[src/rtl/wallace_mult_if.sv]
// -----------------------------------------------------------------------------
// wallace_mult_if
//   Handshake bundle between an operand producer, the pipelined Wallace-tree
//   multiplier and the product consumer.
//
//   Signals:
//     in_valid  producer -> mult   operand pair and mode present
//     in_ready  mult -> producer   operands accepted on this edge if in_valid
//     x, y      producer -> mult   WIDTH-bit multiplicand / multiplier
//     is_signed producer -> mult   1 = two's-complement operands
//     out_valid mult -> consumer   z holds a completed product
//     out_ready consumer -> mult   consumer takes z on this edge
//     z         mult -> consumer   2*WIDTH-bit product
//     z_signed  mult -> consumer   is_signed of the transaction on z
//
//   Modports:
//     master  the producer/consumer side (testbench or surrounding datapath)
//     slave   the multiplier
// -----------------------------------------------------------------------------
interface wallace_mult_if #(
  parameter int WIDTH = 4
);

  logic                 in_valid;
  logic                 in_ready;
  logic [WIDTH-1:0]     x;
  logic [WIDTH-1:0]     y;
  logic                 is_signed;
  logic                 out_valid;
  logic                 out_ready;
  logic [2*WIDTH-1:0]   z;
  logic                 z_signed;

  modport master (
    output in_valid,
    output x,
    output y,
    output is_signed,
    output out_ready,
    input  in_ready,
    input  out_valid,
    input  z,
    input  z_signed
  );

  modport slave (
    input  in_valid,
    input  x,
    input  y,
    input  is_signed,
    input  out_ready,
    output in_ready,
    output out_valid,
    output z,
    output z_signed
  );

endinterface

[src/rtl/wallace_mult_pipe.sv]
// -----------------------------------------------------------------------------
// wallace_mult_pipe
//   WIDTH x WIDTH multiplier, unsigned or two's-complement signed per
//   transaction, built as a 3-stage registered pipeline with valid/ready
//   handshakes on both sides. One product per clock at full throughput.
//
//   S1  partial-product matrix (Baugh-Wooley terms in signed mode)
//   S2  Wallace reduction to two rows (sum row, carry row)
//   S3  carry-propagate add into z; this register drives the outputs
//
//   Ports:
//     clk   rising-edge clock
//     rst   asynchronous, active-high reset; empties the pipeline
//     bus   wallace_mult_if.slave (in_valid/in_ready/x/y/is_signed,
//           out_valid/out_ready/z/z_signed)
//
//   Parameters:
//     WIDTH operand width, 4..16; the product is 2*WIDTH bits.
// -----------------------------------------------------------------------------
module wallace_mult_pipe #(
  parameter int WIDTH = 4
) (
  input  logic          clk,
  input  logic          rst,
  wallace_mult_if.slave bus
);

  localparam int PW  = 2 * WIDTH;       // product width
  localparam int NPP = WIDTH * WIDTH;   // partial-product bits
  // Column storage height. The tallest column never exceeds WIDTH, and a
  // reduction layer never makes a column taller, so PW is comfortably safe.
  localparam int COL_H = PW;
  // Layers needed: 4 for WIDTH=8, 6 for WIDTH=16. Extra passes are no-ops.
  localparam int MAX_LAYERS = 10;

  // ---------------------------------------------------------------------------
  // Wallace reduction of a partial-product matrix to two rows.
  // Bit pp[i*WIDTH+j] has weight 2^(i+j). In signed mode the two Baugh-Wooley
  // correction constants are added at columns WIDTH and PW-1. Column heights
  // depend only on WIDTH and sgn, so every loop collapses into a fixed adder
  // network; the int counters are bookkeeping, not hardware.
  // ---------------------------------------------------------------------------
  function automatic logic [2*PW-1:0] wallace_rows(
    input logic [NPP-1:0] pp,
    input logic           sgn
  );
    logic [COL_H-1:0] col  [PW];
    int               cnt  [PW];
    logic [COL_H-1:0] nxt  [PW];
    int               ncnt [PW];
    logic [PW-1:0]    row_s;
    logic [PW-1:0]    row_c;
    int               max_h;
    logic             a;
    logic             b;
    logic             ci;

    // NOTE: blocking assignments inside combinational code (functions,
    // always_comb) model wires evaluated in order; registers use <= instead.
    for (int c = 0; c < PW; c++) begin
      col[c] = '0;
      cnt[c] = 0;
    end

    for (int i = 0; i < WIDTH; i++) begin
      for (int j = 0; j < WIDTH; j++) begin
        col[i+j][cnt[i+j]] = pp[i*WIDTH+j];
        cnt[i+j]++;
      end
    end

    if (sgn) begin
      col[WIDTH][cnt[WIDTH]] = 1'b1;
      cnt[WIDTH]++;
      col[PW-1][cnt[PW-1]] = 1'b1;
      cnt[PW-1]++;
    end

    for (int l = 0; l < MAX_LAYERS; l++) begin
      max_h = 0;
      for (int c = 0; c < PW; c++) begin
        if (cnt[c] > max_h) max_h = cnt[c];
      end

      if (max_h > 2) begin
        for (int c = 0; c < PW; c++) begin
          nxt[c]  = '0;
          ncnt[c] = 0;
        end

        // Each column is cut into groups of three (full adder), a trailing
        // pair (half adder) or a single bit (passed through). Carries out of
        // the top column fall off: the product is truncated to PW bits.
        for (int c = 0; c < PW; c++) begin
          for (int g = 0; g < COL_H; g += 3) begin
            if (g + 2 < cnt[c]) begin
              a  = col[c][g];
              b  = col[c][g+1];
              ci = col[c][g+2];
              nxt[c][ncnt[c]] = a ^ b ^ ci;
              ncnt[c]++;
              if (c + 1 < PW) begin
                nxt[c+1][ncnt[c+1]] = (a & b) | (a & ci) | (b & ci);
                ncnt[c+1]++;
              end
            end else if (g + 1 < cnt[c]) begin
              a = col[c][g];
              b = col[c][g+1];
              nxt[c][ncnt[c]] = a ^ b;
              ncnt[c]++;
              if (c + 1 < PW) begin
                nxt[c+1][ncnt[c+1]] = a & b;
                ncnt[c+1]++;
              end
            end else if (g < cnt[c]) begin
              nxt[c][ncnt[c]] = col[c][g];
              ncnt[c]++;
            end
          end
        end

        col = nxt;
        cnt = ncnt;
      end
    end

    for (int c = 0; c < PW; c++) begin
      row_s[c] = (cnt[c] > 0) ? col[c][0] : 1'b0;
      row_c[c] = (cnt[c] > 1) ? col[c][1] : 1'b0;
    end

    return {row_c, row_s};
  endfunction

  // ---------------------------------------------------------------------------
  // Stall control. A stage loads when it is empty or its successor loads this
  // cycle; the chain starts at the consumer's out_ready, so in_ready is a
  // combinational function of out_ready through three stages.
  // ---------------------------------------------------------------------------
  logic v1;
  logic v2;
  logic v3;
  logic load1;
  logic load2;
  logic load3;

  assign load3        = ~v3 | bus.out_ready;
  assign load2        = ~v2 | load3;
  assign load1        = ~v1 | load2;
  assign bus.in_ready = load1;

  // ---------------------------------------------------------------------------
  // S1: partial-product matrix.
  // Signed mode inverts every term pairing one operand's MSB with a non-MSB
  // bit of the other; MSB*MSB stays positive.
  // ---------------------------------------------------------------------------
  logic [NPP-1:0] pp_next;
  logic [NPP-1:0] pp1;
  logic           s1;

  always_comb begin
    pp_next = '0;
    for (int i = 0; i < WIDTH; i++) begin
      for (int j = 0; j < WIDTH; j++) begin
        pp_next[i*WIDTH+j] = bus.x[i] & bus.y[j];
        if (bus.is_signed && ((i == WIDTH - 1) != (j == WIDTH - 1))) begin
          pp_next[i*WIDTH+j] = ~(bus.x[i] & bus.y[j]);
        end
      end
    end
  end

  // NOTE: all pipeline registers, data included, clear asynchronously so the
  // outputs read z=0 / z_signed=0 during reset; the non-blocking <= makes
  // every stage sample its predecessor's pre-edge value.
  always_ff @(posedge clk or posedge rst) begin
    if (rst) begin
      v1  <= 1'b0;
      pp1 <= '0;
      s1  <= 1'b0;
    end else if (load1) begin
      v1 <= bus.in_valid;
      if (bus.in_valid) begin
        pp1 <= pp_next;
        s1  <= bus.is_signed;
      end
    end
  end

  // ---------------------------------------------------------------------------
  // S2: Wallace tree, registered as two rows.
  // ---------------------------------------------------------------------------
  logic [2*PW-1:0] rows_next;
  logic [PW-1:0]   sum2;
  logic [PW-1:0]   carry2;
  logic            s2;

  assign rows_next = wallace_rows(pp1, s1);

  always_ff @(posedge clk or posedge rst) begin
    if (rst) begin
      v2     <= 1'b0;
      sum2   <= '0;
      carry2 <= '0;
      s2     <= 1'b0;
    end else if (load2) begin
      v2 <= v1;
      if (v1) begin
        sum2   <= rows_next[PW-1:0];
        carry2 <= rows_next[2*PW-1:PW];
        s2     <= s1;
      end
    end
  end

  // ---------------------------------------------------------------------------
  // S3: final carry-propagate add; the PW-bit sum drops the overflow carry.
  // The register only changes on a load, so z and z_signed hold while the
  // consumer stalls.
  // ---------------------------------------------------------------------------
  logic [PW-1:0] z3;
  logic          s3;

  always_ff @(posedge clk or posedge rst) begin
    if (rst) begin
      v3 <= 1'b0;
      z3 <= '0;
      s3 <= 1'b0;
    end else if (load3) begin
      v3 <= v2;
      if (v2) begin
        z3 <= sum2 + carry2;
        s3 <= s2;
      end
    end
  end

  assign bus.out_valid = v3;
  assign bus.z         = z3;
  assign bus.z_signed  = s3;

endmodule

[src/flat_wrapper.sv]
// flat-port wrapper written by rule: the top's interface ports become plain ports
module wallace_mult_pipe_flat 
#(
  parameter int WIDTH = 4
)
  (clk, rst, bus_in_valid, bus_x, bus_y, bus_is_signed, bus_out_ready, bus_in_ready, bus_out_valid, bus_z, bus_z_signed);
  wallace_mult_if #(.WIDTH(WIDTH)) bus_i ();
  input  logic clk;
  input  logic rst;
  input wire logic [$bits(bus_i.in_valid)-1:0] bus_in_valid;
  input wire logic [$bits(bus_i.x)-1:0] bus_x;
  input wire logic [$bits(bus_i.y)-1:0] bus_y;
  input wire logic [$bits(bus_i.is_signed)-1:0] bus_is_signed;
  input wire logic [$bits(bus_i.out_ready)-1:0] bus_out_ready;
  output wire logic [$bits(bus_i.in_ready)-1:0] bus_in_ready;
  output wire logic [$bits(bus_i.out_valid)-1:0] bus_out_valid;
  output wire logic [$bits(bus_i.z)-1:0] bus_z;
  output wire logic [$bits(bus_i.z_signed)-1:0] bus_z_signed;
  assign bus_i.in_valid = bus_in_valid;
  assign bus_i.x = bus_x;
  assign bus_i.y = bus_y;
  assign bus_i.is_signed = bus_is_signed;
  assign bus_i.out_ready = bus_out_ready;
  assign bus_in_ready = bus_i.in_ready;
  assign bus_out_valid = bus_i.out_valid;
  assign bus_z = bus_i.z;
  assign bus_z_signed = bus_i.z_signed;
  wallace_mult_pipe #(.WIDTH(WIDTH)) u_core (.clk(clk), .rst(rst), .bus(bus_i));
endmodule
[config.mk]
export PLATFORM = sky130hd
export DESIGN_NAME = wallace_mult_pipe_flat
export DESIGN_NICKNAME = d
export VERILOG_FILES = /design/src/rtl/wallace_mult_if.sv /design/src/rtl/wallace_mult_pipe.sv /design/src/flat_wrapper.sv
export SDC_FILE = /design/constraint.sdc
export NUM_CORES = 1
export LEC_CHECK = 0
export ABC_AREA = 1
export BUFFER_PORTS_ARGS = -buffer_cell sky130_fd_sc_hd__buf_2
export CORE_MARGIN = 4
export CORE_UTILIZATION = 62
export DETAILED_ROUTE_END_ITERATION = 8
export PLACE_DENSITY = 0.84
export SLEW_MARGIN = 5
export SYNTH_ARGS = -nofsm -noshare
export SYNTH_HDL_FRONTEND = slang
export SYNTH_SLANG_ARGS = --single-unit
[constraint.sdc]
create_clock -name clk -period 4.4 [get_ports clk]
set_input_delay 0.88 -clock clk [delete_from_list [all_inputs] [get_ports clk]]
set_output_delay 0.88 -clock clk [all_outputs]
set_load 0.02 [all_outputs]
* Word-level counts from Yosys, hierarchy flattened
Index checks and enable logic that the tools add are counted.
** Cells by class
- $add $sub $neg :: 346
- Multipliers :: 0
- Divide/modulo/power cells :: 0
- Magnitude comparators :: 1458
- Equality and inequality tests :: 0
- Shift-type cells :: 0
- Muxes and demuxes :: 3837
- Bitwise operators :: 1260
- Reduce and logical (&&, ||, !) cells :: 348
** Operators with widths (count)
- $mux W64 :: 396
- $mux W32 :: 687
- $add A32 B2 Y32 const B :: 345
- $ge A32 B1 Y1 const B :: 345
- $lt A32 B5 Y1 const B :: 345
- $lt A4 B32 Y1 const A :: 291
- $bwmux W8 :: 749
- $mux W8 :: 709
- $lt A3 B32 Y1 const A :: 145
- $mux W16 :: 254
- $lt A5 B32 Y1 const A :: 73
- $lt A1 B32 Y1 const A :: 72
- $lt A2 B32 Y1 const A :: 72
- $mux W256 :: 9
- $gt A32 B32 Y1 :: 62
- $demux W1 S3 :: 345
- $mux W1 :: 680
- $not A8 Y8 :: 76
- $and A8 B8 Y8 :: 74
- $gt A32 B1 Y1 const B :: 16
- $and A1 B1 Y1 :: 455
- $xor A1 B1 Y1 :: 359
- $logic_and A1 B1 Y1 :: 345
- $gt A32 B3 Y1 const B :: 10
- other kinds (31) :: 335
** Word-level totals
- Flip-flop bits (word level) :: 46
- Bits in latches :: 0
- Memory bits (writable) :: 0
- ROM bits :: 0
- Output and inout bits :: 11
- Word-level logic and storage cells :: 7259
- Memories kept :: 0

* Longest topological paths before layout
- Depth after elaboration :: 1234
- Mapped depth :: 10
- Depth with buffers taken out :: 10

* Worst setup path after synthesis
No wires, ideal clock.
- Path type :: in2out
- Start point :: input port bus_out_ready
- End point :: output port bus_in_ready
- Arrival :: 1.179 ns
- Slack :: 2.341 ns
- Stages on the path :: 2
- Buffers on the path :: 0
- Cells stage by stage :: inv_1 > nand4_4
** On the way
- Word-level cells in the longest chain between the ends :: 3
** RTL lines
- from (decl) :: RTL line flat_wrapper.sv:14 : input wire logic [$bits(bus_i.out_ready)-1:0] bus_out_ready;
- $or A1 B1 Y1 :: RTL line wallace_mult_pipe.sv:147 : assign load3 = ~v3 | bus.out_ready;
- $or A1 B1 Y1 :: RTL line wallace_mult_pipe.sv:148 : assign load2 = ~v2 | load3;
- $or A1 B1 Y1 :: RTL line wallace_mult_pipe.sv:149 : assign load1 = ~v1 | load2;
- to (decl) :: RTL line flat_wrapper.sv:15 : output wire logic [$bits(bus_i.in_ready)-1:0] bus_in_ready;
No other way between the ends.

* Worst setup path after layout
Same ends and word-level chain as after synthesis.

==> flow_metrics.py <==
metrics = {
    "status": {
        "outcome": "finished clean",
    },
    "sta": {
        "worst_slew_pin_slew_ns": 0.5053,
        "rsz0062_at_grt": "false",
        "setup_ws_ns": 2.066,
        "final-setup-viol-count": 0,
        "hold_viol": 0,
        "drv_slew": 0,
        "fin_skew_ns": 0.008614,
        "tns_ns": 0,
        "fmax_mhz": 428.5,
        "layout_min_cycle_time_ns": 2.334,
        "relSlewSlack_pct": 66.31,
        "fin_crit_sh_pct": 53.04,
    },
    "yosys": {
        "async_flop_share_pct": 100.0,
        "ys_ff_latch": 42,
        "syn_area_per_cell_um2": 9.361,
        "synth_area_leaders": "dfrtp_1 51%, nand2_1 14%, fa_1 5.8%, ha_1 5.4%, o21ai_0 5.3%",
        "yosys.area.top_type_share_pct": 50.57,
        "syn_area_mm2": 0.002078,
        "synth.distinct_cells": 20,
        "synth_fp_nets": 250,
        "ys.flop_type": "dfrtp_1",
        "syn_inst": 222,
        "synth_common_cells": "77 x nand2_1, 42 x dfrtp_1, 22 x inv_1, 22 x o21ai_0, 11 x nand3_1",
        "yosysTopAreaCell": "dfrtp_1",
        "yosysMostFrequentCell": "nand2_1",
        "ys_warn_count": 0,
        "synth-seq-area-share_pct": 50.57,
        "synth_edf_count": 0,
    },
    "global_routing": {
        "grtUsageTotal_pct": 18.23,
        "antenna_found_initial": 0,
        "grt.overflow.total": 0,
        "grt_pass1_wl_um": 5809,
        "grt_max_degree": 43,
        "grt_pass1_vias": 1348,
    },
    "final_layout": {
        "synthToLayoutAreaGrowth_pct": 7.525,
        "fillers": 262,
        "drive_gt1_share_pct": 14.34,
        "instances_no_fill": 288,
        "nets": 273,
        "antennaDiodeCount": 0,
    },
    "routing": {
        "route.vias.total": 1400,
        "drc": 0,
        "drt-pass1-iter-count": 4,
        "wire_per_inst_um": 11.62,
        "first_iter_violations": 65,
        "via_per_inst": 4.861,
        "drt-total-wl_um": 3346,
        "ant_nets": 0,
    },
    "critical_path": {
        "worst_setup_path_start_kind": "input port",
        "path_class": "in -> out",
        "crit_fanout": 3,
        "cp.required_ns": 3.52,
        "arrival_ns": 1.45,
        "end_kind": "output port",
    },
    "placement": {
        "dp.cells": 282,
        "hpwl_um": 2487,
        "gp_congestion": 0.8069,
        "dp_slack_ns": 2.060,
        "io_buffers": 23,
    },
    "cts": {
        "cts_setup_buffers": 0,
        "cts_tree": "done",
        "ctsLongestPathBuffers": 2,
        "clk_pin_slew_ns": 0.11,
        "cts.sinks": 42,
        "cts.repair.resized": 0,
        "h-tree-depth": 2,
        "clk-insertion-delay-late_ns": 0.35,
        "cts_root_buf": "clkbuf_4",
        "cts_hold_buf": 0,
        "cts_inserted_buffers": 5,
    },
    "die": {
        "core_mm2": 0.003128,
        "fp.dieArea_mm2": 0.004342,
        "die_x_um": 65.90,
        "io_pins": 24,
        "die_h_um": 65.90,
        "initial_utilization_pct": 66.44,
        "rows": 20,
    },
    "power": {
        "p_leak_nw": 1.187,
        "p_per_area_mw_per_mm2": 540.5,
        "ir_worst_vdd_mv": 0.2285,
    },
    "worst_hold_path": {
        "hold_class": "reg -> reg",
    },
    "job": {
        "maxCapViolCount": 0,
    },
}
## through the flow
step,total power [mW],util (%),hold slack (ns),instance area [um2]
4_1_cts,1.223,71.44,0.4903,2235
2_1_floorplan,0.9286,-,0.4422,2078
3_5_place_dp,1.034,69.80,0.4619,2183
5_1_grt,1.315,71.44,0.5073,2235
6_report,1.208,71.44,0.4859,2235
3_3_place_gp,1.015,69.80,0.4581,2183
## report_power, final
part / switching, mW / leakage, nW / internal, mW
registers: 0.0742 / 0.523 / 0.502
clock network: 0.115 / 0.0302 / 0.0721
logic: 0.277 / 0.634 / 0.168
total: 0.466 / 1.19 / 0.742
## final timing paths
check / startpoint / to / cells after the start / slack [ns]
max: bus_out_ready / bus_in_ready / 4 / 2.07
min: u_core.bus.z[6] / u_core.bus.z[6] / 2 / 0.49
max in group asynchronous: rst / u_core.sum2[0] / 3 / 3.41
min in group asynchronous: rst / u_core.bus.z[7] / 3 / 0.62
min reg2reg: u_core.bus.z[6] / u_core.bus.z[6] / 2 / 0.49
max reg2reg: u_core.pp1[3] / u_core.carry2[3] / 6 / 2.74
## routing by layer
layer  GRT usage, %  vias to the layer above  share of wire [%]
li1               -                      738                  -
met1          20.86                      627                 45
met2          30.54                       29                 48
met3          5.952                        6                4.9
met4          8.808                        0                2.0
met5              0                        -                  0
## final cells by class
type                    instances  area [um2]  share of cell area, %
flip-flops and latches         42        1051                  47.03
multi-input cells             150       872.1                  39.03
repair buffers                 24       122.6                  5.487
inverters                      22       82.58                  3.695
well taps                      44       55.05                  2.464
clock buffers                   6       51.30                  2.296
## sequential cells by signal, indices dropped and copies added, names as in the netlist
| register | count |
|---|---|
| u_core.pp1 | 16 |
| u_core.bus.z | 8 |
| u_core.sum2 | 8 |
| u_core.carry2 | 4 |
| u_core.bus.out_valid | 1 |
| u_core.bus.z_signed | 1 |
| u_core.s1 | 1 |
| u_core.s2 | 1 |
| u_core.v1 | 1 |
| u_core.v2 | 1 |
## critical path, stage by stage
cell and delay (ns):
buf_2 0.09, inv_1 0.15, nand4_4 0.13, buf_2 0.20
## placed cells by master (no fill, tap or decap), types with 5 or more instances in the layout
| cell | instances |
|---|---|
| nor2_1 | 5 |
| buf_2 | 23 |
| inv_1 | 22 |
| a21oi_1 | 5 |
| xor2_1 | 7 |
| dfrtp_1 | 42 |
| ha_1 | 9 |
| clkbuf_4 | 5 |
| nand2_1 | 77 |
| nand3_1 | 11 |
| o21ai_0 | 22 |
| fa_1 | 6 |
## logic make-up after synthesis
group / count (synthesis) / share of synthesized area [%]
AO/OA/AOI/OAI: 30 / 7.345
XOR/XNOR: 7 / 2.950
adder cells (fa/ha/maj): 15 / 11.20
buffers and inverters: 30 / 7.465
flip-flops: 42 / 50.57
AND/OR/NAND/NOR: 98 / 20.47
No activity file was read; power rests on OpenSTA's default activity.
